==> src/rtl/load_store_unit_pkg.sv <==
// rtl/load_store_unit_pkg.sv - shared widths, access-size encoding and FSM states for the load/store unit
package load_store_unit_pkg;

    localparam int DEFAULT_DATA_WIDTH = 32;
    localparam int DEFAULT_ADDR_WIDTH = 32;

    typedef enum logic [1:0] {
        SIZE_BYTE = 2'd0,
        SIZE_HALF = 2'd1,
        SIZE_WORD = 2'd2,
        SIZE_RSVD = 2'd3
    } MemSize;

    typedef enum logic [2:0] {
        IDLE,
        RD_ADDR,
        RD_DATA,
        RMW_RD,
        RMW_WR,
        WR,
        ERR
    } LsuState;

    // Reserved size or an access that straddles its natural alignment.
    function automatic logic isBadAccess(input MemSize size, input logic [1:0] addrLow);
        case (size)
            SIZE_BYTE: return 1'b0;
            SIZE_HALF: return addrLow[0];
            SIZE_WORD: return addrLow != 2'b00;
            default:   return 1'b1;
        endcase
    endfunction

endpackage

==> src/rtl/load_store_unit_align.sv <==
// rtl/load_store_unit_align.sv - little-endian lane extraction, load extension and sub-word store merge
module lsu_align
    import load_store_unit_pkg::*;
#(
    parameter int DATA_WIDTH = DEFAULT_DATA_WIDTH
) (
    input  logic [1:0]            addrLow,
    input  MemSize                size,
    input  logic                  isSigned,
    input  logic [DATA_WIDTH-1:0] rdata,
    input  logic [15:0]           storeData,
    output logic [DATA_WIDTH-1:0] loadData,
    output logic [DATA_WIDTH-1:0] mergeData
);

    logic [7:0]  byteLane;
    logic [15:0] halfLane;
    int          byteSel;
    int          halfSel;

    always_comb begin
        byteSel  = 8 * int'(addrLow);
        halfSel  = 16 * int'(addrLow[1]);
        byteLane = rdata[byteSel +: 8];
        halfLane = rdata[halfSel +: 16];

        case (size)
            SIZE_BYTE: loadData = {{(DATA_WIDTH-8){isSigned & byteLane[7]}}, byteLane};
            SIZE_HALF: loadData = {{(DATA_WIDTH-16){isSigned & halfLane[15]}}, halfLane};
            default:   loadData = rdata;
        endcase

        mergeData = rdata;
        case (size)
            SIZE_BYTE: mergeData[byteSel +: 8]  = storeData[7:0];
            SIZE_HALF: mergeData[halfSel +: 16] = storeData;
            default:   ;
        endcase
    end

endmodule

==> src/rtl/load_store_unit.sv <==
// rtl/load_store_unit.sv - single-outstanding load/store unit with read-modify-write for sub-word stores
module load_store_unit
    import load_store_unit_pkg::*;
#(
    parameter int DATA_WIDTH = DEFAULT_DATA_WIDTH,
    parameter int ADDR_WIDTH = DEFAULT_ADDR_WIDTH
) (
    input  logic                  clk,
    input  logic                  rst,
    input  logic                  req_valid,
    output logic                  req_ready,
    input  logic                  req_we,
    input  logic [1:0]            req_size,
    input  logic                  req_signed,
    input  logic [ADDR_WIDTH-1:0] req_addr,
    input  logic [DATA_WIDTH-1:0] req_wdata,
    output logic                  resp_valid,
    output logic [DATA_WIDTH-1:0] resp_rdata,
    output logic                  resp_err,
    output logic [ADDR_WIDTH-1:0] mem_addr,
    output logic [DATA_WIDTH-1:0] mem_wdata,
    output logic                  mem_we,
    input  logic [DATA_WIDTH-1:0] mem_rdata
);

    LsuState               state;
    LsuState               nextState;
    MemSize                reqSize;
    MemSize                capSize;
    logic                  capSigned;
    logic [ADDR_WIDTH-1:0] capAddr;
    logic [DATA_WIDTH-1:0] capWdata;
    logic                  accept;
    logic                  reqErr;
    logic                  memActive;
    logic                  respValidNext;
    logic                  respErrNext;
    logic [DATA_WIDTH-1:0] respDataNext;
    logic [DATA_WIDTH-1:0] loadData;
    logic [DATA_WIDTH-1:0] mergeData;

    assign reqSize   = MemSize'(req_size);
    assign reqErr    = isBadAccess(reqSize, req_addr[1:0]);
    assign req_ready = rst && (state == IDLE);
    assign accept    = req_valid && req_ready;

    lsu_align #(
        .DATA_WIDTH(DATA_WIDTH)
    ) align (
        .addrLow  (capAddr[1:0]),
        .size     (capSize),
        .isSigned (capSigned),
        .rdata    (mem_rdata),
        .storeData(capWdata[15:0]),
        .loadData (loadData),
        .mergeData(mergeData)
    );

    always_ff @(posedge clk) begin
        if (!rst) begin
            state      <= IDLE;
            resp_valid <= 1'b0;
            resp_err   <= 1'b0;
            resp_rdata <= '0;
        end else begin
            state      <= nextState;
            resp_valid <= respValidNext;
            resp_err   <= respErrNext;
            resp_rdata <= respDataNext;
            if (accept) begin
                capSize   <= reqSize;
                capSigned <= req_signed;
                capAddr   <= req_addr;
                capWdata  <= req_wdata;
            end
        end
    end

    // The response is registered on the edge that returns to IDLE.
    always_comb begin
        nextState     = state;
        respValidNext = 1'b0;
        respErrNext   = 1'b0;
        respDataNext  = '0;
        case (state)
            IDLE: begin
                if (req_valid) begin
                    if (reqErr)                   nextState = ERR;
                    else if (!req_we)             nextState = RD_ADDR;
                    else if (reqSize == SIZE_WORD) nextState = WR;
                    else                          nextState = RMW_RD;
                end
            end
            RD_ADDR: nextState = RD_DATA;
            RD_DATA: begin
                nextState     = IDLE;
                respValidNext = 1'b1;
                respDataNext  = loadData;
            end
            RMW_RD: nextState = RMW_WR;
            RMW_WR, WR: begin
                nextState     = IDLE;
                respValidNext = 1'b1;
            end
            ERR: begin
                nextState     = IDLE;
                respValidNext = 1'b1;
                respErrNext   = 1'b1;
            end
            default: nextState = IDLE;
        endcase
    end

    always_comb begin
        memActive = 1'b0;
        case (state)
            RD_ADDR, RD_DATA, RMW_RD, RMW_WR, WR: memActive = 1'b1;
            default: memActive = 1'b0;
        endcase
    end

    assign mem_addr = memActive ? {capAddr[ADDR_WIDTH-1:2], 2'b00} : '0;
    assign mem_we   = rst && ((state == WR) || (state == RMW_WR));

    always_comb begin
        mem_wdata = '0;
        if (mem_we) mem_wdata = (state == WR) ? capWdata : mergeData;
    end

endmodule

==> config.mk <==
export PLATFORM = sky130hd
export DESIGN_NAME = load_store_unit
export DESIGN_NICKNAME = d
export VERILOG_FILES = /design/src/rtl/load_store_unit_pkg.sv /design/src/rtl/load_store_unit_align.sv /design/src/rtl/load_store_unit.sv
export SDC_FILE = /design/constraint.sdc
export NUM_CORES = 1
export LEC_CHECK = 0
export BUFFER_PORTS_ARGS = -buffer_cell sky130_fd_sc_hd__buf_4
export CAP_MARGIN = 10
export CORE_ASPECT_RATIO = 1.25
export CORE_MARGIN = 1
export CORE_UTILIZATION = 35
export CTS_BUF_LIST = sky130_fd_sc_hd__clkbuf_4 sky130_fd_sc_hd__clkbuf_8
export CTS_CLUSTER_DIAMETER = 200
export DETAILED_ROUTE_END_ITERATION = 10
export PLACE_DENSITY = 0.74
export SETUP_SLACK_MARGIN = 0.02
export SYNTH_ARGS = -nofsm -noshare
export SYNTH_HDL_FRONTEND = slang
export SYNTH_HIERARCHICAL = 1
export SYNTH_SLANG_ARGS = --single-unit
==> constraint.sdc <==
create_clock -name clk -period 3.16 [get_ports clk]
set_clock_uncertainty 0.15 [all_clocks]
set_input_delay 0.316 -clock clk [delete_from_list [all_inputs] [get_ports clk]]
set_output_delay 0.316 -clock clk [all_outputs]
set_load 0.005 [all_outputs]
### Word-level counts from Yosys, hierarchy flattened

Cells that the tools add are included.
Widths: inputs -> output; s select.

* logic and storage cells: 56
* register bits after elaboration: 104

* reductions and logical operators: 12
* shift-type cells: 6
* eq/ne operators: 10
* bitwise operators: 2
* add/subtract/negate cells: 2
* mux-type cells: 16

Operators by type and width (number)
* $pmux 32 s2: 2
* $mux 32: 3
* $neg 5->33: 2
* $bwmux 32: 2
* $shift 16x33->32 const A: 1
* $shift 8x33->32 const A: 1
* $shiftx 16x33->32: 1
* $shiftx 8x33->32: 1
* $shiftx 32x6->16: 1
* $shiftx 32x6->8: 1
* $mux 3: 4
* $eq 3x3->1 const B: 3
* $pmux 3 s3: 1
* $eq 3x2->1 const B: 2
* $reduce_or 5->1: 1
* $eq 2x1->1 const B: 2
* $logic_not 2->1: 2
* $reduce_and 2->1: 2
* $reduce_or 4->1: 1
* $eq 3x1->1 const B: 1
* $logic_and 1x1->1: 3
* $logic_not 3->1: 1
* $mux 1: 3
* $pmux 1 s3: 1
* 5 further kinds: 6

### Depth between registers and ports, before layout

* depth in word-level cells: 6
* gate-level depth with buffers: 10

### By module

The synthesis kept the hierarchy.

By module, submodules not included
* load_store_unit: area an instance 3771.1 sq um, cells an instance 243, instances 1, seq. area each 2752.6 sq um
* lsu_align: area an instance 1795.5 sq um, cells an instance 255, instances 1, seq. area each 0.0 sq um

### Worst setup path before layout

OpenSTA, ideal clock, no wires.

* path type: reg2out
* from: register capAddr[1]
* to: output port mem_wdata[10]
* arrival: 2.580 ns
* cell stages (with the launch flop): 11
* slack: 0.114 ns
* path buffers: 4
* cells stage by stage: edfxtp_1 buf_2 inv_2 clkbuf_1 ha_1 clkbuf_1 nor3b_1 and3_1 clkbuf_1 a221o_1 o221a_2

* word-level cells in the longest chain between the ends: 6
* elaborated cells between the ends (all ways): 11
* classes of those cells: 2 x add/sub; 4 x shift; 5 x mux

Ends and longest elaborated chain
* from (decl): RTL line load_store_unit.sv:31 `logic [ADDR_WIDTH-1:0] capAddr;`
* from (signal assigned): RTL line load_store_unit.sv:73 `capAddr <= req_addr;`
* $neg 5->33, on equally long branches: RTL line load_store_unit_align.sv:36, load_store_unit_align.sv:35
* $shiftx 16x33->32 (tied with other cells): RTL line load_store_unit_align.sv:36 `SIZE_HALF: mergeData[halfSel +: 16] = storeData;`
* $bwmux 32, on equally long branches: RTL line load_store_unit_align.sv:36, load_store_unit_align.sv:35
* $pmux 32 s2 *: RTL line load_store_unit_align.sv:34 `case (size)`
* named net mergeData[10]: RTL line load_store_unit.sv:40 `logic [DATA_WIDTH-1:0] mergeData;`
* $mux 32 * (2 in a row): RTL line load_store_unit.sv:127 `if (mem_we) mem_wdata = (state == WR) ? capWdata : mergeData;`
* to (decl): RTL line load_store_unit.sv:21 `output logic [DATA_WIDTH-1:0] mem_wdata,`

The timed path passes the listed nets; every way through them passes the cells marked *.

### Worst setup path in the final report

* from: register capAddr[0]
* to: output port mem_wdata[23]

* word-level cells in the longest chain between the ends: 6
* elaborated cells between the ends (all ways): 7
* classes of those cells: 1 x add/sub; 2 x shift; 4 x mux

Ends and longest elaborated chain
* $neg 5->33 *: RTL line load_store_unit_align.sv:35 `SIZE_BYTE: mergeData[byteSel +: 8] = storeData[7:0];`
* $shiftx 8x33->32 or $shift 8x33->32 (tied branches): RTL line load_store_unit_align.sv:35
* $bwmux 32 *: RTL line load_store_unit_align.sv:35
* $pmux 32 s2 *: RTL line load_store_unit_align.sv:34
* named net mergeData[23]: RTL line load_store_unit.sv:40
* $mux 32 * (2 in a row): RTL line load_store_unit.sv:127

Marked as above.

==> results.sh <==
export IMPL_grt_pass1_vias=5493
export IMPL_vias_per_cell=5.587
export IMPL_drv_slew=0
export IMPL_irDropWorstVdd_mv=0.3716
export IMPL_max_freq_mhz=331.4
export IMPL_grt_antenna_before_repair=0
export IMPL_start_kind="register"
export IMPL_synth_async_reset_ratio_pct=0
export IMPL_vias=5358
export IMPL_crit_start="capAddr[0]$_DFFE_PP_"
export IMPL_ant_nets=0
export IMPL_drc_errors=0
export IMPL_postSynthAreaPerCell_um2=11.18
export IMPL_dr_pass1_iters=5
export IMPL_ys_ff_latch=104
export IMPL_outcome="finished clean"
export IMPL_hp_class="in -> reg"
export IMPL_clk_path_buf_depth=2
export IMPL_fill_cells=1365
export IMPL_antennaDiodeCount=0
export IMPL_dieArea_mm2=0.01642
export IMPL_hold_viol=0
export IMPL_r2r_start="capSize[0]$_DFFE_PP_"
export IMPL_endpoint="mem_wdata[23]"
export IMPL_synthDistinctLibCells=48
export IMPL_clk_pin_slew_ps=100
export IMPL_p_switching_mw=0.7974
export IMPL_timing_final_crit_share_pct=95.49
export IMPL_r2r_end="resp_rdata[31]$_SDFF_PN0_"
export IMPL_rr_worst_depth=4
export IMPL_die_height_um=143
export IMPL_tns_ps=0
export IMPL_combinationalPowerShare_pct=21.3
export IMPL_worst_setup_path_end_kind="output port"
export IMPL_yosys_warnings=6
export IMPL_nNetsFinal=852
export IMPL_netSwitchingFraction_pct=25.68
export IMPL_crit_arrival_ps=2550
export IMPL_drive_gt1_share_pct=37.35
export IMPL_grt_overflow=0
export IMPL_synth_top_area_share_pct=36.14
export IMPL_synthTopCellsByCount="86 x and2_1, 67 x edfxtp_1, 37 x dfxtp_1"
export IMPL_grt_use_total_pct=24.41
export IMPL_seq_area_mm2=0.002753
export IMPL_initial_core_util_pct=35.75
export IMPL_numCtsBuffers=9
export IMPL_syn_area_mm2=0.005567
export IMPL_power_density_mw_per_mm2=381.2
export IMPL_die_width_um=114.8
export IMPL_hpwlAfterDp_um=13830
export IMPL_clock_sinks=104
export IMPL_wl_um=19850
export IMPL_yosys_most_used_dff="edfxtp_1"
export IMPL_slew_headroom_pct=53.54
export IMPL_multi_input_area_mm2=0.002581
export IMPL_syn_to_final_growth_pct=46.35
export IMPL_rows=51
export IMPL_rsz0062_at_grt="no"
export IMPL_wl_per_cell_um=20.70
export IMPL_critPathMaxFanout=8
export IMPL_power_frac_clock_pct=28.8
export IMPL_synthTopCellsByArea="edfxtp_1 36%, dfxtp_1 13%, and2_1 9.7%, o221a_2 6.5%, a221o_1 5.4%"
export IMPL_p_leak_nw=3.373
export IMPL_cts_root_buffer="clkbuf_8"
export IMPL_p_int_mw=2.308
export IMPL_seq_area_frac_synth_pct=49.45
export IMPL_syn_inst=498
export IMPL_grt_max_degree=48
export IMPL_power_frac_seq_pct=49.9
export IMPL_crit_type="reg -> out"
export IMPL_synth_edf_count=67
export IMPL_grt_pass1_wl_um=30220
export IMPL_clock_latency_ps=380
export IMPL_post_synth_top_count_cell="and2_1"
export IMPL_htreeDepth=3
export IMPL_utilization_pct=52.32
export IMPL_portBuffers=200
export IMPL_setup_viol=0
export IMPL_io_pins=203
export IMPL_tritoncts="done"
export IMPL_cap_violations=0
export IMPL_yosysTopAreaCell="edfxtp_1"
export IMPL_gp_congestion=0.8767
export IMPL_drt_iter0_markers=390
export IMPL_crit_required_ps=2690
export IMPL_worst_pin_slew_ps=696.2
export IMPL_design_core_area_mm2=0.01557
export IMPL_fin_crit_ps=3018
export IMPL_r2r_setup_slack_ps=720
## cells by family (layout without fill, tap and decap cells)
kind of cell | count (synthesis) | after routing | share of synthesized area [%]
simple gates | 164 | 164 | 17.35
compound gates | 158 | 158 | 25.74
flops | 104 | 104 | 49.45
buf+inv | 56 | 304 | 4.428
mux | 10 | 10 | 1.843
fa+ha+maj | 5 | 5 | 1.124
other cells | 1 | 2 | 0.06737
## stage by stage
| step | instances | hold WS, ps | power, mW | setup WS (ps) | instance area, um^2 |
|---|---|---|---|---|---|
| 3_3_place_gp | 876 | 344.3 | 2.146 | 470.5 | 7247 |
| 6_report | 959 | 64.59 | 3.106 | 142.4 | 8147 |
| 3_5_place_dp | 876 | 345.3 | 2.159 | 470.4 | 7247 |
| 4_1_cts | 957 | 45.27 | 3.102 | 42.32 | 8123 |
| 2_1_floorplan | 499 | 264.9 | 1.855 | 114.0 | 5570 |
| 5_1_grt | 959 | 56.18 | 3.230 | 27.16 | 8147 |
## what timing repair did
item / in CTS / in global routing
gates resized for setup: 0 / 4
buffers inserted: 0 / 2
hold endpoints to repair: 67 / 0
setup endpoints to repair: 0 / 26
hold buffers: 67 / 0
## area by class of cell
class | instances | share of cell area [%]
Clock buffer | 9 | 1.521
Clock inverter | 5 | 0.9983
Inverter | 5 | 0.2304
Multi-Input combinational cell | 339 | 31.68
Sequential cell | 104 | 33.79
Tap cell | 212 | 3.256
Timing Repair Buffer | 285 | 28.52
## worst min path at each step
stage / depth (start not counted) / endpoint / start
2_1_floorplan: 0 / capAddr[0]$_DFFE_PP_ / req_addr[0]
3_3_place_gp: 1 / capAddr[15]$_DFFE_PP_ / req_addr[15]
3_5_place_dp: 1 / capWdata[22]$_DFFE_PP_ / req_wdata[22]
4_1_cts: 3 / state[1]$_SDFFE_PN0P_ / rst
5_1_grt: 2 / resp_valid$_SDFF_PN0_ / rst
6_report: 2 / resp_valid$_SDFF_PN0_ / rst
## sequential cells by signal, indices dropped and copies added, names as in the netlist
register    cells
capAddr        32
capSigned       1
resp_rdata     32
resp_valid      1
state           3
resp_err        1
capWdata       32
capSize         2
## placed cells by master, fill, tap and decap left out, types with 3 or more instances in the layout
cell	count
o211ai_1	17
edfxtp_1	67
nor2_1	7
nand2_1	34
dfxtp_1	37
a22oi_1	17
nand2b_1	3
ha_1	5
and2_1	86
nor3b_1	4
buf_4	216
o221ai_1	16
mux2i_1	8
a21oi_1	3
nor2b_1	11
clkbuf_8	9
o21bai_1	4
dlygate4sd3_1	67
nor3_1	4
a31oi_1	8
a221o_1	30
a22o_1	24
o221a_2	32
## power groups by stage
stage | Sequential [mW] | Clock [mW] | Combinational (mW)
3_5_place_dp | 1.58 | 0 | 0.579
5_1_grt | 1.56 | 0.966 | 0.708
6_report | 1.55 | 0.895 | 0.661
2_1_floorplan | 1.57 | 0 | 0.288
4_1_cts | 1.55 | 0.905 | 0.648
3_3_place_gp | 1.58 | 0 | 0.569
## per-layer routing
layer | share of wire (%) | GRT usage (%) | vias up
met2 | 49 | 41.44 | 308
li1 | - | - | 2426
met5 | 0 | 0 | -
met1 | 39 | 29.10 | 2577
met4 | 2.4 | 8.544 | 0
met3 | 9.0 | 7.470 | 47
## critical path, stage by stage (launching register included)
cell and delay (ps):
edfxtp_1 470, inv_1 120, ha_1 320, nor3b_1 160
and3_2 280, a221o_1 400, o221a_2 280, buf_4 140
(Power assumes the default switching activity.)
